==> config.mk <==
export PLATFORM = sky130hd
export DESIGN_NAME = servo_gen
export DESIGN_NICKNAME = d
export VERILOG_FILES = /design/src/rtl/servo_gen.sv
export SDC_FILE = /design/constraint.sdc
export NUM_CORES = 1
export LEC_CHECK = 0
export ABC_AREA = 1
export CORE_MARGIN = 5
export CORE_UTILIZATION = 55
export DETAILED_ROUTE_END_ITERATION = 10
export DONT_BUFFER_PORTS = 1
export GPL_TIMING_DRIVEN = 0
export PLACE_DENSITY = 0.74
export SETUP_SLACK_MARGIN = 0.5
export SKIP_LAST_GASP = 1
export SLEW_MARGIN = 20
export SYNTH_ARGS = -nofsm -noshare
export SYNTH_HDL_FRONTEND = slang
export SYNTH_SLANG_ARGS = --single-unit
==> constraint.sdc <==
create_clock -name clk -period 5 [get_ports clk]
set_clock_uncertainty 0.1 [all_clocks]
set_input_delay 1 -clock clk [delete_from_list [all_inputs] [get_ports clk]]
set_output_delay 1 -clock clk [all_outputs]
set_load 0.05 [all_outputs]
==> src/rtl/servo_gen.sv <==
// Servo pulse generator. A word shifted in over a scan chain sets the pulse width.
// The new width takes effect at the next frame start; frames repeat every PERIOD cycles.
module servo_gen #(
  parameter int PERIOD = 20000,
  parameter int WIDTH  = 12
) (
  input  logic clk,
  input  logic rst,
  input  logic scan_en,
  input  logic scan_in,
  output logic scan_out,
  output logic out
);

  localparam int CW = (WIDTH > 16) ? WIDTH : 16;
  localparam logic [CW-1:0] MAX_W    = CW'(PERIOD - 1);
  localparam logic [15:0]   FCNT_TOP = 16'(PERIOD - 1);

  typedef enum logic [1:0] {IDLE, HIGH, LOW} state_t;

  state_t           state_reg, state_next;
  logic [WIDTH-1:0] sr_reg, sr_next;
  logic [WIDTH-1:0] pend_reg, pend_next;
  logic             pend_vld_reg, pend_vld_next;
  logic [WIDTH-1:0] act_reg, act_next;
  logic [15:0]      fcnt_reg, fcnt_next;
  logic [CW-1:0]    hcnt_reg, hcnt_next;
  logic             scan_en_prev_reg;
  logic             out_reg;

  logic          frame_start;
  logic          commit;
  logic [CW-1:0] act_ext;
  logic [CW-1:0] eff;

  assign scan_out = sr_reg[WIDTH-1];
  assign out      = out_reg;

  assign frame_start = (fcnt_reg == 16'd0);
  assign commit      = !scan_en && scan_en_prev_reg;

  always_comb begin
    sr_next       = sr_reg;
    pend_next     = pend_reg;
    pend_vld_next = pend_vld_reg;
    act_next      = act_reg;
    fcnt_next     = (fcnt_reg == FCNT_TOP) ? 16'd0 : fcnt_reg + 16'd1;

    if (scan_en) begin
      sr_next = {sr_reg[WIDTH-2:0], scan_in};
    end

    // The pending word moves to act first; a commit on the same edge refills
    // pend and is held back until the following frame start.
    if (frame_start && pend_vld_reg) begin
      act_next      = pend_reg;
      pend_vld_next = 1'b0;
    end
    if (commit) begin
      pend_next     = sr_reg;
      pend_vld_next = 1'b1;
    end
  end

  // Width seen by the pulse logic: the value act holds after this edge, clamped
  // so every frame has at least one low cycle.
  assign act_ext = CW'(act_next);
  assign eff     = (act_ext > MAX_W) ? MAX_W : act_ext;

  always_comb begin
    state_next = state_reg;
    hcnt_next  = hcnt_reg;
    case (state_reg)
      IDLE: begin
        if (frame_start && pend_vld_reg) begin
          state_next = (eff != '0) ? HIGH : LOW;
          hcnt_next  = CW'(1);
        end
      end
      HIGH, LOW: begin
        if (frame_start) begin
          state_next = (eff != '0) ? HIGH : LOW;
          hcnt_next  = CW'(1);
        end else if (state_reg == HIGH) begin
          if (hcnt_reg >= eff) begin
            state_next = LOW;
          end else begin
            hcnt_next = hcnt_reg + CW'(1);
          end
        end
      end
      default: begin
        state_next = IDLE;
        hcnt_next  = '0;
      end
    endcase
  end

  always_ff @(posedge clk or posedge rst) begin
    if (rst) begin
      state_reg        <= IDLE;
      sr_reg           <= '0;
      pend_reg         <= '0;
      pend_vld_reg     <= 1'b0;
      act_reg          <= '0;
      fcnt_reg         <= 16'd0;
      hcnt_reg         <= '0;
      scan_en_prev_reg <= 1'b0;
      out_reg          <= 1'b0;
    end else begin
      state_reg        <= state_next;
      sr_reg           <= sr_next;
      pend_reg         <= pend_next;
      pend_vld_reg     <= pend_vld_next;
      act_reg          <= act_next;
      fcnt_reg         <= fcnt_next;
      hcnt_reg         <= hcnt_next;
      scan_en_prev_reg <= scan_en;
      out_reg          <= (state_next == HIGH);
    end
  end

endmodule

==> flow_summary.toml <==
[global_route]
grt_max_degree = 41
grt_pass1_wl_mm = 14.8
grt_pass1_vias = 3174
grt_usage = 0.207
antenna_found_initial = 0
grt-ovfl-total = 0

[placement]
placed_area_um2 = 4240
port_buffers = 0
finalWeightedCongestion = 0.872
hpwl_mm = 6.09

[cells_and_area]
area_growth_pct = 9.15
n_fill_cell = 633
design_area_um2 = 4460
fin_util = 0.615
fin_nets = 547
drive_above_1_share = 0.0962
diodes = 0

[yosys]
synth.distinct_cells = 37
ys_seq_elements = 73
async_reset_ff_frac = 1.00
ys_seq_area_frac = 0.447
syn_area_um2 = 4090
syn_nets = 535
synth_flop_cell = "dfrtp_1"
ys_warn_count = 0
avgSynthCellArea_um2 = 7.97
syn_inst = 513
synth_edf_count = 0

[drt]
drt-initial-drc-count = 192
vias = 3248
wl_per_cell_um = 13.0
vias_per_cell = 5.16
firstDrtPassIters = 5
ant_nets = 0
drc = 0
drt_wl_total_mm = 8.15

[clock_tree]
clk_latency_ns = 0.35
postCtsSetupRepairBufs = 0
clk_pin_slew_ns = 0.07
cts_buffers = 9
cts_tree = "yes"
ctsResizeCount = 0
clockBufferDepth = 2
cts_root_buffer = "clkbuf_8"
hold_buffers = 0
cts_max_level = 3
cts.sinks = 73

[setup_path]
path_common_cell = "nand2_1"
ff2ff_setup_slack_ns = 1.73
worst_path_max_delay_cell = "dfrtp_1"
cp-end-kind = "flip-flop"
worstSetupStartpointType = "flip-flop"
path_class = "reg2reg"
path_cells = "inv_1, ha_1, inv_1, nor2_1, nand2_1, nor2_8, nand3_4, buf_6, nand2_1, nand2_1, ha_1, a21oi_1, nor3b_1, nand4_1, nand2_4, inv_2, nor2_4, nor3_1"
worst-endpoint-arrival_ns = 3.39
cp_slowest_stage_delay_ns = 0.41
cp.required_ns = 5.13
crit_path_max_fanout = 10

[job]
drv_cap = 0

[power_and_ir_drop]
power.density_nw_per_um2 = 277
vdd_drop_max_mv = 0.206
p_leak_nw = 2.30

[sta]
min_period_ns = 3.27
drv_slew = 0
finalSetupViolCount = 0
fin_crit_sh = 0.654
slew_headroom = 0.389
fmax_mhz = 306
worstMarginPinSlew_ns = 0.908
setup_tns_ns = 0
rsz0062_at_grt = "no"
hold_ws_ns = 0.387
finalHoldViolCount = 0

[die]
core.rowCount = 31
start_util = 0.564
core_area_um2 = 7250
die-area_um2 = 9260
die_w_um = 96.2
chipHeight_um = 96.2
design.portCount = 6

[min_path]
hold_class = "reg2reg"

[run_status]
status = "finished, final reports clean"
[cell usage after synthesis, drive strengths merged (7+ instances only)]
cell / count / share of area
dfrtp: 73 / 0.45
nand4: 24 / 0.037
o21ai: 36 / 0.045
nor2: 60 / 0.075
a21oi: 15 / 0.018
ha: 18 / 0.055
inv: 88 / 0.081
nand2: 129 / 0.13
xor2: 7 / 0.015
nor3: 12 / 0.015
nand3: 17 / 0.027
[through the flow]
step                      cells  worst slack, ns  power [mW]
after floorplan             513             2.05       0.698
after global placement      612             1.26       0.715
after detailed placement    613             1.84       0.721
after CTS                   629             1.72        1.25
after global routing        629             1.38        1.29
final                       629             1.73        1.24
[final cells by class]
class	count	area [µm²]	share of cell area
Inverter	88	333	0.0746
Tap cell	99	124	0.0278
Clock buffer	11	141	0.0317
Buffer	11	76.3	0.0171
Clock inverter	5	86.3	0.0193
Timing Repair Buffer	1	20.0	0.00449
Sequential cell	73	1830	0.409
Multi-Input combinational cell	341	1860	0.416
[logic make-up (layout without fill, tap and decap cells)]
group / Yosys count / in the layout / share of synthesized area
and+or+nand+nor: 257 / 257 / 0.306
buffers and inverters: 99 / 116 / 0.0994
DFF: 73 / 73 / 0.447
AOI/OAI and AO/OA: 59 / 59 / 0.0777
adders and majority gates: 18 / 18 / 0.0551
xor gates and xnor gates: 7 / 7 / 0.0150
[power breakdown]
part	total, mW	switching (mW)	internal, mW
Clock	0.529	0.229	0.299
Combinational	0.0598	0.0425	0.0173
Sequential	0.648	0.0266	0.621
[placed cells by master, fill, tap and decap left out, drive strengths merged, types with 15 or more instances in the layout]
master,count
a21oi,15
nor2,60
nand2,129
ha,18
clkbuf,16
nand4,24
inv,90
nand3,17
dfrtp,73
o21ai,36
[path summary, 6_finish.rpt]
| kind | end | startpoint | cells past startpoint |
|---|---|---|---|
| min in group asynchronous | sr_reg[11] | rst | 1 |
| max in group asynchronous | hcnt_reg[0] | rst | 2 |
| worst max-delay path | hcnt_reg[3] | fcnt_reg[0] | 18 |
| worst min-delay path | pend_reg[1] | pend_reg[1] | 2 |
| worst min register to register | pend_reg[1] | pend_reg[1] | 2 |
| worst max register to register | hcnt_reg[3] | fcnt_reg[0] | 18 |
[metal layers]
layer	track usage	routed length, µm	vias up
met5	0	0	-
met4	0.0829	144	0
met3	0.0313	278	14
met2	0.332	3930	55
met1	0.280	3800	1512
li1	-	-	1667
[worst max-delay path: cells and delay by family, from the launching register on]
kind | cells | cell delay, ns
fa+ha+maj | 2 | 0.48
flops | 1 | 0.41
compound gates | 1 | 0.18
buf+inv | 4 | 0.36
simple gates | 11 | 1.59
(Power assumes the default switching activity.)
